`config.mk`:
```
export PLATFORM = sky130hd
export DESIGN_NAME = omega3_seq
export DESIGN_NICKNAME = d
export VERILOG_FILES = /design/src/rtl/fft64_pkg.sv /design/src/rtl/omega3_seq_digit_rev4.sv /design/src/rtl/omega3_seq.sv
export SDC_FILE = /design/constraint.sdc
export NUM_CORES = 1
export LEC_CHECK = 0
export ABC_CLOCK_PERIOD_IN_PS = 2000
export CORE_ASPECT_RATIO = 0.5
export CORE_MARGIN = 2
export CORE_UTILIZATION = 50
export CTS_CLUSTER_SIZE = 30
export DETAILED_ROUTE_END_ITERATION = 8
export PLACE_DENSITY = 0.77
export SETUP_SLACK_MARGIN = 0.02
export SYNTH_ARGS = -nofsm -noshare
export SYNTH_HDL_FRONTEND = slang
export SYNTH_HIERARCHICAL = 1
export SYNTH_SLANG_ARGS = --single-unit
export TNS_END_PERCENT = 10
```
`constraint.sdc`:
```
create_clock -name clk -period 2 [get_ports clk]
set_clock_uncertainty 0.05 [all_clocks]
set_input_delay 0.6 -clock clk [delete_from_list [all_inputs] [get_ports clk]]
set_output_delay 0.6 -clock clk [all_outputs]
set_load 0.1 [all_outputs]
```
`src/rtl/fft64_pkg.sv`:
```
// Shared constants and helpers for the 64-point radix-4 FFT.
// Holds twiddle ROM geometry, sequencer state codes and digit reversal.
package fft64_pkg;

    localparam int FFT_N         = 64;
    localparam int TW_ADDRLENGTH = 6;
    localparam int TW_WORDLENGTH = 18;

    localparam logic [1:0] ST_IDLE  = 2'd0;
    localparam logic [1:0] ST_RUN   = 2'd1;
    localparam logic [1:0] ST_DRAIN = 2'd2;

    // Reverse the base-4 digit order of a twiddle-ROM index
    function automatic logic [TW_ADDRLENGTH-1:0] digit_rev4_fn(
        input logic [TW_ADDRLENGTH-1:0] n
    );
        logic [TW_ADDRLENGTH-1:0] r;
        r = '0;
        for (int d = 0; d < TW_ADDRLENGTH / 2; d++) begin
            r[2*d +: 2] = n[TW_ADDRLENGTH-2-2*d +: 2];
        end
        return r;
    endfunction

endpackage

```
`src/rtl/omega3_seq_digit_rev4.sv`:
```
// Combinational base-4 digit reversal of a sample index.
// Shared by the stage sequencers that need reversed ROM order.
module digit_rev4
    import fft64_pkg::*;
#(
    parameter int ADDRLENGTH = TW_ADDRLENGTH
) (
    input  logic [ADDRLENGTH-1:0] n_i,
    output logic [ADDRLENGTH-1:0] rev_o
);

    if (ADDRLENGTH == TW_ADDRLENGTH) begin : g_pkg
        assign rev_o = digit_rev4_fn(n_i);
    end else begin : g_gen
        // Generic widths: swap 2-bit digits end for end
        always_comb begin
            rev_o = '0;
            for (int d = 0; d < ADDRLENGTH / 2; d++) begin
                rev_o[2*d +: 2] = n_i[ADDRLENGTH-2-2*d +: 2];
            end
        end
    end

endmodule

```
`src/rtl/omega3_seq.sv`:
```
// Stage-3 twiddle ROM address sequencer.
// Walks the ROM once per frame and aligns strobes with ROM output.
module omega3_seq
    import fft64_pkg::*;
#(
    parameter int ADDRLENGTH = TW_ADDRLENGTH,
    parameter int DIGIT_REV  = 0
) (
    input  logic                  clk,
    input  logic                  rst,
    input  logic                  start,
    input  logic                  abort,
    input  logic                  in_valid,
    output logic [ADDRLENGTH-1:0] ROM_addr,
    output logic                  tw_valid,
    output logic                  tw_first,
    output logic                  tw_last,
    output logic                  busy,
    output logic                  done,
    output logic                  err_overrun,
    output logic [7:0]            frame_cnt
);

    localparam logic [ADDRLENGTH-1:0] N_ONE = 1;

    logic [1:0]            state_q, state_d;
    logic [ADDRLENGTH-1:0] n_q, n_d;
    logic [ADDRLENGTH-1:0] addr_q, addr_d;
    logic                  issue_q, issue_d;
    logic                  first_q, first_d;
    logic                  last_q, last_d;
    logic                  tw_valid_q, tw_valid_d;
    logic                  tw_first_q, tw_first_d;
    logic                  tw_last_q, tw_last_d;
    logic                  err_q, err_d;
    logic [7:0]            cnt_q, cnt_d;

    logic [ADDRLENGTH-1:0] n_rev;
    logic [ADDRLENGTH-1:0] addr_map;
    logic                  n_last;

    digit_rev4 #(
        .ADDRLENGTH(ADDRLENGTH)
    ) u_map (
        .n_i  (n_q),
        .rev_o(n_rev)
    );

    assign addr_map = (DIGIT_REV != 0) ? n_rev : n_q;
    assign n_last   = (n_q == '1);

    // Next-state: FSM, index counter, address and strobe pipeline
    always_comb begin
        state_d    = state_q;
        n_d        = n_q;
        addr_d     = addr_q;
        issue_d    = 1'b0;
        first_d    = first_q;
        last_d     = last_q;
        tw_valid_d = issue_q;
        tw_first_d = issue_q & first_q;
        tw_last_d  = issue_q & last_q;
        err_d      = start && (state_q != ST_IDLE);
        cnt_d      = (issue_q && last_q) ? cnt_q + 8'd1 : cnt_q;

        unique case (state_q)
            ST_IDLE: begin
                if (start) begin
                    state_d = ST_RUN;
                    n_d     = '0;
                end
            end
            ST_RUN: begin
                if (in_valid) begin
                    issue_d = 1'b1;
                    addr_d  = addr_map;
                    first_d = (n_q == '0);
                    last_d  = n_last;
                    n_d     = n_q + N_ONE;
                    if (n_last) begin
                        state_d = ST_DRAIN;
                    end
                end
            end
            ST_DRAIN: begin
                state_d = ST_IDLE;
            end
            default: begin
                state_d = ST_IDLE;
            end
        endcase

        // Abort drops everything in flight but leaves the ROM address alone
        if (abort) begin
            state_d    = ST_IDLE;
            n_d        = '0;
            addr_d     = addr_q;
            issue_d    = 1'b0;
            first_d    = 1'b0;
            last_d     = 1'b0;
            tw_valid_d = 1'b0;
            tw_first_d = 1'b0;
            tw_last_d  = 1'b0;
            cnt_d      = cnt_q;
        end
    end

    // State registers with asynchronous reset
    always_ff @(posedge clk or posedge rst) begin
        if (rst) begin
            state_q    <= ST_IDLE;
            n_q        <= '0;
            addr_q     <= '0;
            issue_q    <= 1'b0;
            first_q    <= 1'b0;
            last_q     <= 1'b0;
            tw_valid_q <= 1'b0;
            tw_first_q <= 1'b0;
            tw_last_q  <= 1'b0;
            err_q      <= 1'b0;
            cnt_q      <= 8'd0;
        end else begin
            state_q    <= state_d;
            n_q        <= n_d;
            addr_q     <= addr_d;
            issue_q    <= issue_d;
            first_q    <= first_d;
            last_q     <= last_d;
            tw_valid_q <= tw_valid_d;
            tw_first_q <= tw_first_d;
            tw_last_q  <= tw_last_d;
            err_q      <= err_d;
            cnt_q      <= cnt_d;
        end
    end

    assign ROM_addr    = addr_q;
    assign tw_valid    = tw_valid_q;
    assign tw_first    = tw_first_q;
    assign tw_last     = tw_last_q;
    assign done        = tw_last_q;
    assign busy        = (state_q != ST_IDLE);
    assign err_overrun = err_q;
    assign frame_cnt   = cnt_q;

endmodule

```
# Word level (Yosys, flattened, before mapping)
# Index checks and enable logic that the tools add are counted.
[word_totals] reg_bits=29 inputBits=5 out_inout_bits=20
[op_classes] add_sub_neg=2 eq_ne=5 n_mux=21 reduce_logical=13 bitwise_logic=3
[op_table] operator="$mux W6" count=3
[op_table] operator="$mux W1" count=12
[op_table] operator="$pmux W6 S2" count=1
[op_table] operator="$ne A3 B3 Y1 const B" count=3
[op_table] operator="$reduce_and A3 Y1" count=3
[op_table] operator="$add A8 B1 Y8 const B" count=1
[op_table] operator="$mux W2" count=4
[op_table] operator="$add A6 B1 Y6 const B" count=1
[op_table] operator="$eq A6 B6 Y1 const B" count=1
[op_table] operator="$logic_not A6 Y1" count=1
[op_table] operator="$reduce_bool A2 Y1" count=3
[op_table] operator="$pmux W2 S2" count=1
[op_table] operator="$reduce_and A2 Y1" count=2
[op_table] operator="$reduce_bool A3 Y1" count=1
[op_table] operator="$and A1 B1 Y1" count=2
[op_table] operator="$eq A2 B1 Y1 const B" count=1
[op_table] operator="$logic_and A1 B1 Y1" count=2
[op_table] operator="$logic_not A2 Y1" count=1
[op_table] operator="$not A1 Y1" count=1

# Depth between registers and ports, before layout
# Gate-level depths: netlist of run 1.
[depth] depth_word=5 ltp_mapped=6

# Least setup slack after synthesis of run 1
# No wires, ideal clock.
[synth_path] path_type="reg2out" from="reg tw_last_q, in the netlist done" to="out tw_last" setup_slack_ns=0.026 t_arrival_ns=1.324 stages_incl_launch_ff=2 path_buffers=1 cell_sequence="dfrtp_1 -> buf_4"
[synth_lines] element="from (decl)" line="omega3_seq.sv:34" text="logic tw_last_q, tw_last_d;"
[synth_lines] element="from (signal assigned)" line="omega3_seq.sv:131" text="tw_last_q <= tw_last_d;"
[synth_lines] element="to (decl)" line="omega3_seq.sv:17" text="output logic tw_last,"
# No word-level cell between the ends.

# Worst setup path after layout of run 1
[layout_path] from="reg state_q[0]" to="out busy"
[layout_via] elab_chain_len=1
[layout_lines] element="from (decl)" line="omega3_seq.sv:26" text="logic [1:0] state_q, state_d;"
[layout_lines] element="from (signal assigned)" line="omega3_seq.sv:123" text="state_q <= state_d;"
[layout_lines] element="$reduce_bool A2 Y1" line="omega3_seq.sv:142" text="assign busy = (state_q != ST_IDLE);"
[layout_lines] element="to (decl)" line="omega3_seq.sv:18" text="output logic busy,"
# Every way passes these cells.

==> results of run 1 <==
## registers in the layout, summed over array words and instances (netlist names)
register     flops
ROM_addr         6
addr_map         6
done             1
err_overrun      1
first_q          1
frame_cnt        8
issue_q          1
last_q           1
state_q          2
tw_first         1
tw_valid         1
## power breakdown
group	total (mW)	leakage (nW)	switching, mW	internal, mW
combinational	0.130	0.447	0.0802	0.0500
sequential	0.606	0.400	0.0100	0.596
clock	0.722	0.0681	0.228	0.495
## cells by family (layout without fill, tap and decap cells)
| family | after synthesis | in the layout | share of synthesized area (%) |
|---|---|---|---|
| compound gates | 18 | 18 | 8.91 |
| xor+xnor | 7 | 7 | 4.64 |
| fa+ha+maj | 3 | 3 | 2.84 |
| buf+inv | 11 | 46 | 5.12 |
| flops | 29 | 29 | 55.0 |
| mux | 6 | 6 | 4.93 |
| simple gates | 41 | 41 | 18.6 |
## area by class of cell
class	instances	area, um2	share of cell area (%)
Clock buffer	5	68.8	3.52
Sequential cell	29	727	37.1
Clock inverter	3	65.1	3.32
Inverter	6	22.5	1.15
Tap cell	37	46.3	2.37
Timing Repair Buffer	32	500	25.6
Multi-Input combinational cell	75	527	26.9
## per-layer routing
metal | vias to the layer above | global-route usage (%) | share of wire [%]
li1 | 478 | - | -
met1 | 459 | 22.9 | 45
met2 | 17 | 32.5 | 50
met3 | 5 | 7.43 | 3.9
met4 | 0 | 8.18 | 1.2
met5 | - | 0 | 0
## worst max-delay path by stage
| stage | startpoint | endpoint | slack [ps] |
|---|---|---|---|
| 3_3_place_gp | abort | addr_map[5] | -10 |
| 5_1_grt | state_q[0] | busy | 40 |
| 2_1_floorplan | done | tw_last | 30 |
| 4_1_cts | state_q[0] | busy | 40 |
| 6_report | state_q[0] | busy | 80 |
| 3_5_place_dp | abort | frame_cnt[5] | -60 |
## cell usage after synthesis (all sizes together) (2+ instances only)
library cell,count
dfrtp,29
nand2,10
inv,6
nand3,6
o21ai,6
buf,4
mux2,4
xor2,4
a21oi,3
and2,3
ha,3
nand4,3
xnor2,3
a21boi,2
and3,2
mux2i,2
nand3b,2
nor2,2
nor3,2
o211ai,2
o21bai,2
## cell usage in the layout, fill, tap and decap left out, types with 5 or more instances in the layout
master    synthesis  layout
nand3_1           6       6
o21ai_0           6       6
clkbuf_8          0       5
nand2_1          10      10
dfrtp_1          29      28
buf_12            0      20
buf_4             1       8
inv_1             5       5
## timing repair
action / CTS / global route
resized for setup: 0 / 1
hold endpoints to repair: 0 / 0
endpoints found under the setup margin: 0 / 1
setup buffers: 0 / 0
==> out/metrics.cfg, run 1 <==
[critical_path]
arrival_ps=1270
start_kind=flip-flop
r2r_cells=3
endpoint_kind=output pin
ff2ff_setup_slack_ps=510
crit_family=flip-flops
cp_cell_sequence=or2_2, buf_12
r2r_end=addr_map[5]
cp_slowest_stage_delay_ps=460
cp.buffers_inverters=1
crit_cells=2
crit_path_top_delay_cell=dfrtp_2
crit_fanout=10
cp.required_ps=1350
critPathKind=flip-flop to output pin
rr_startpoint=state_q[1]

[timing]
slew_viol_final=0
fmax_mhz=520
tightest_slew_ps=359
finalHoldViolations=0
finalWorstSetupSlack_ps=76.7
timing.final.crit_share_pct=96.2
tns_ps=0
min_period_ps=1920
rsz0062_at_grt=false
relSlewSlack_pct=76.1
timing.hold.ws_ps=455
setup_viol=0

[hold_path]
worstHoldPathType=flip-flop to flip-flop
min_path_cells=1
hold_path.startpoint=first_q
hold_end=tw_first

[clock_tree]
cts_root_buffer=clkbuf_8
numCtsBuffers=5
clock_sinks=29
cts_tree=yes
worstSkewPairLatency_ps=280
clkTransAtPathRegs_ps=60
cts.hold.buffers_added=0
htree_num_levels=2
clock_path_buffers=2

[drt]
drt_first_iter_violations=34
drcViolationCount=0
drt-vias-per-instance=5.13
avgRoutedWirePerCell_um=13.8
drtPass1Iterations=4
ant_nets=0
vias=959
totalWireLength_mm=2.58

[synthesis]
synthArstFlopShare_pct=100
netlist_instances=115
synth_nets=123
synth_area_leaders=dfrtp_1 55%, mux2_2 3.4%, ha_1 2.8%
avgSynthCellArea_um2=11.5
synth_area_um2=1320
yosys_warnings=6
yosys_register_bits=29
ys.flop_type=dfrtp_1
seq_area_frac_synth_pct=55.0
synth_top_cell_by_area=dfrtp_1
ys_types=39
synth_edf_count=0
yosysTopAreaCellShare_pct=55.0

[power_and_ir_drop]
p_per_area_nw_per_um2=745
leakage_nw=0.915
ir_worst_vdd_mv=0.586
finalPower_mw=1.46

[finish]
finalNonFillerCells=187
drive_above_1_share_pct=31.3
design_area_um2=1960
fin_util_pct=76.6
fill_cells=157
nets=157
areaGrowthSynthToFinish_pct=48.2
antenna_cells=0

[place]
postPlaceCellArea_um2=1820
finalWeightedCongestion=0.877
dp.cells=179
port_buffers=24
hpwl_mm=1.83
dp_slack_ps=-56.6

[die]
initial_core_util_pct=51.7
core_area_um2=2550
die_h_um=40.3
fp.dieW_um=76.7
ios=25
rows=13
die-area_um2=3090

[grt]
grt_usage_pct=19.1
grt_pass1_wl_mm=4.21
grt_pass1_vias=881
grt_max_degree=30
antenna_found_initial=0
gr-total-overflow=0

[job]
maxCapViolCount=0

[run_status]
outcome=finished clean

Power figures use the tool's default switching activity.
==> run 2, diff against run 1 <==
Settings changed: CAP_MARGIN set to 20, HOLD_SLACK_MARGIN set to 0.06.
==> results of run 2 <==
Final layout, timing and power as in run 1 (identical DEF).
==> run 3, diff against run 2 <==
Settings changed: ABC_AREA set to 0.
==> results of run 3 <==
Final layout, timing and power as in run 1 (identical DEF).
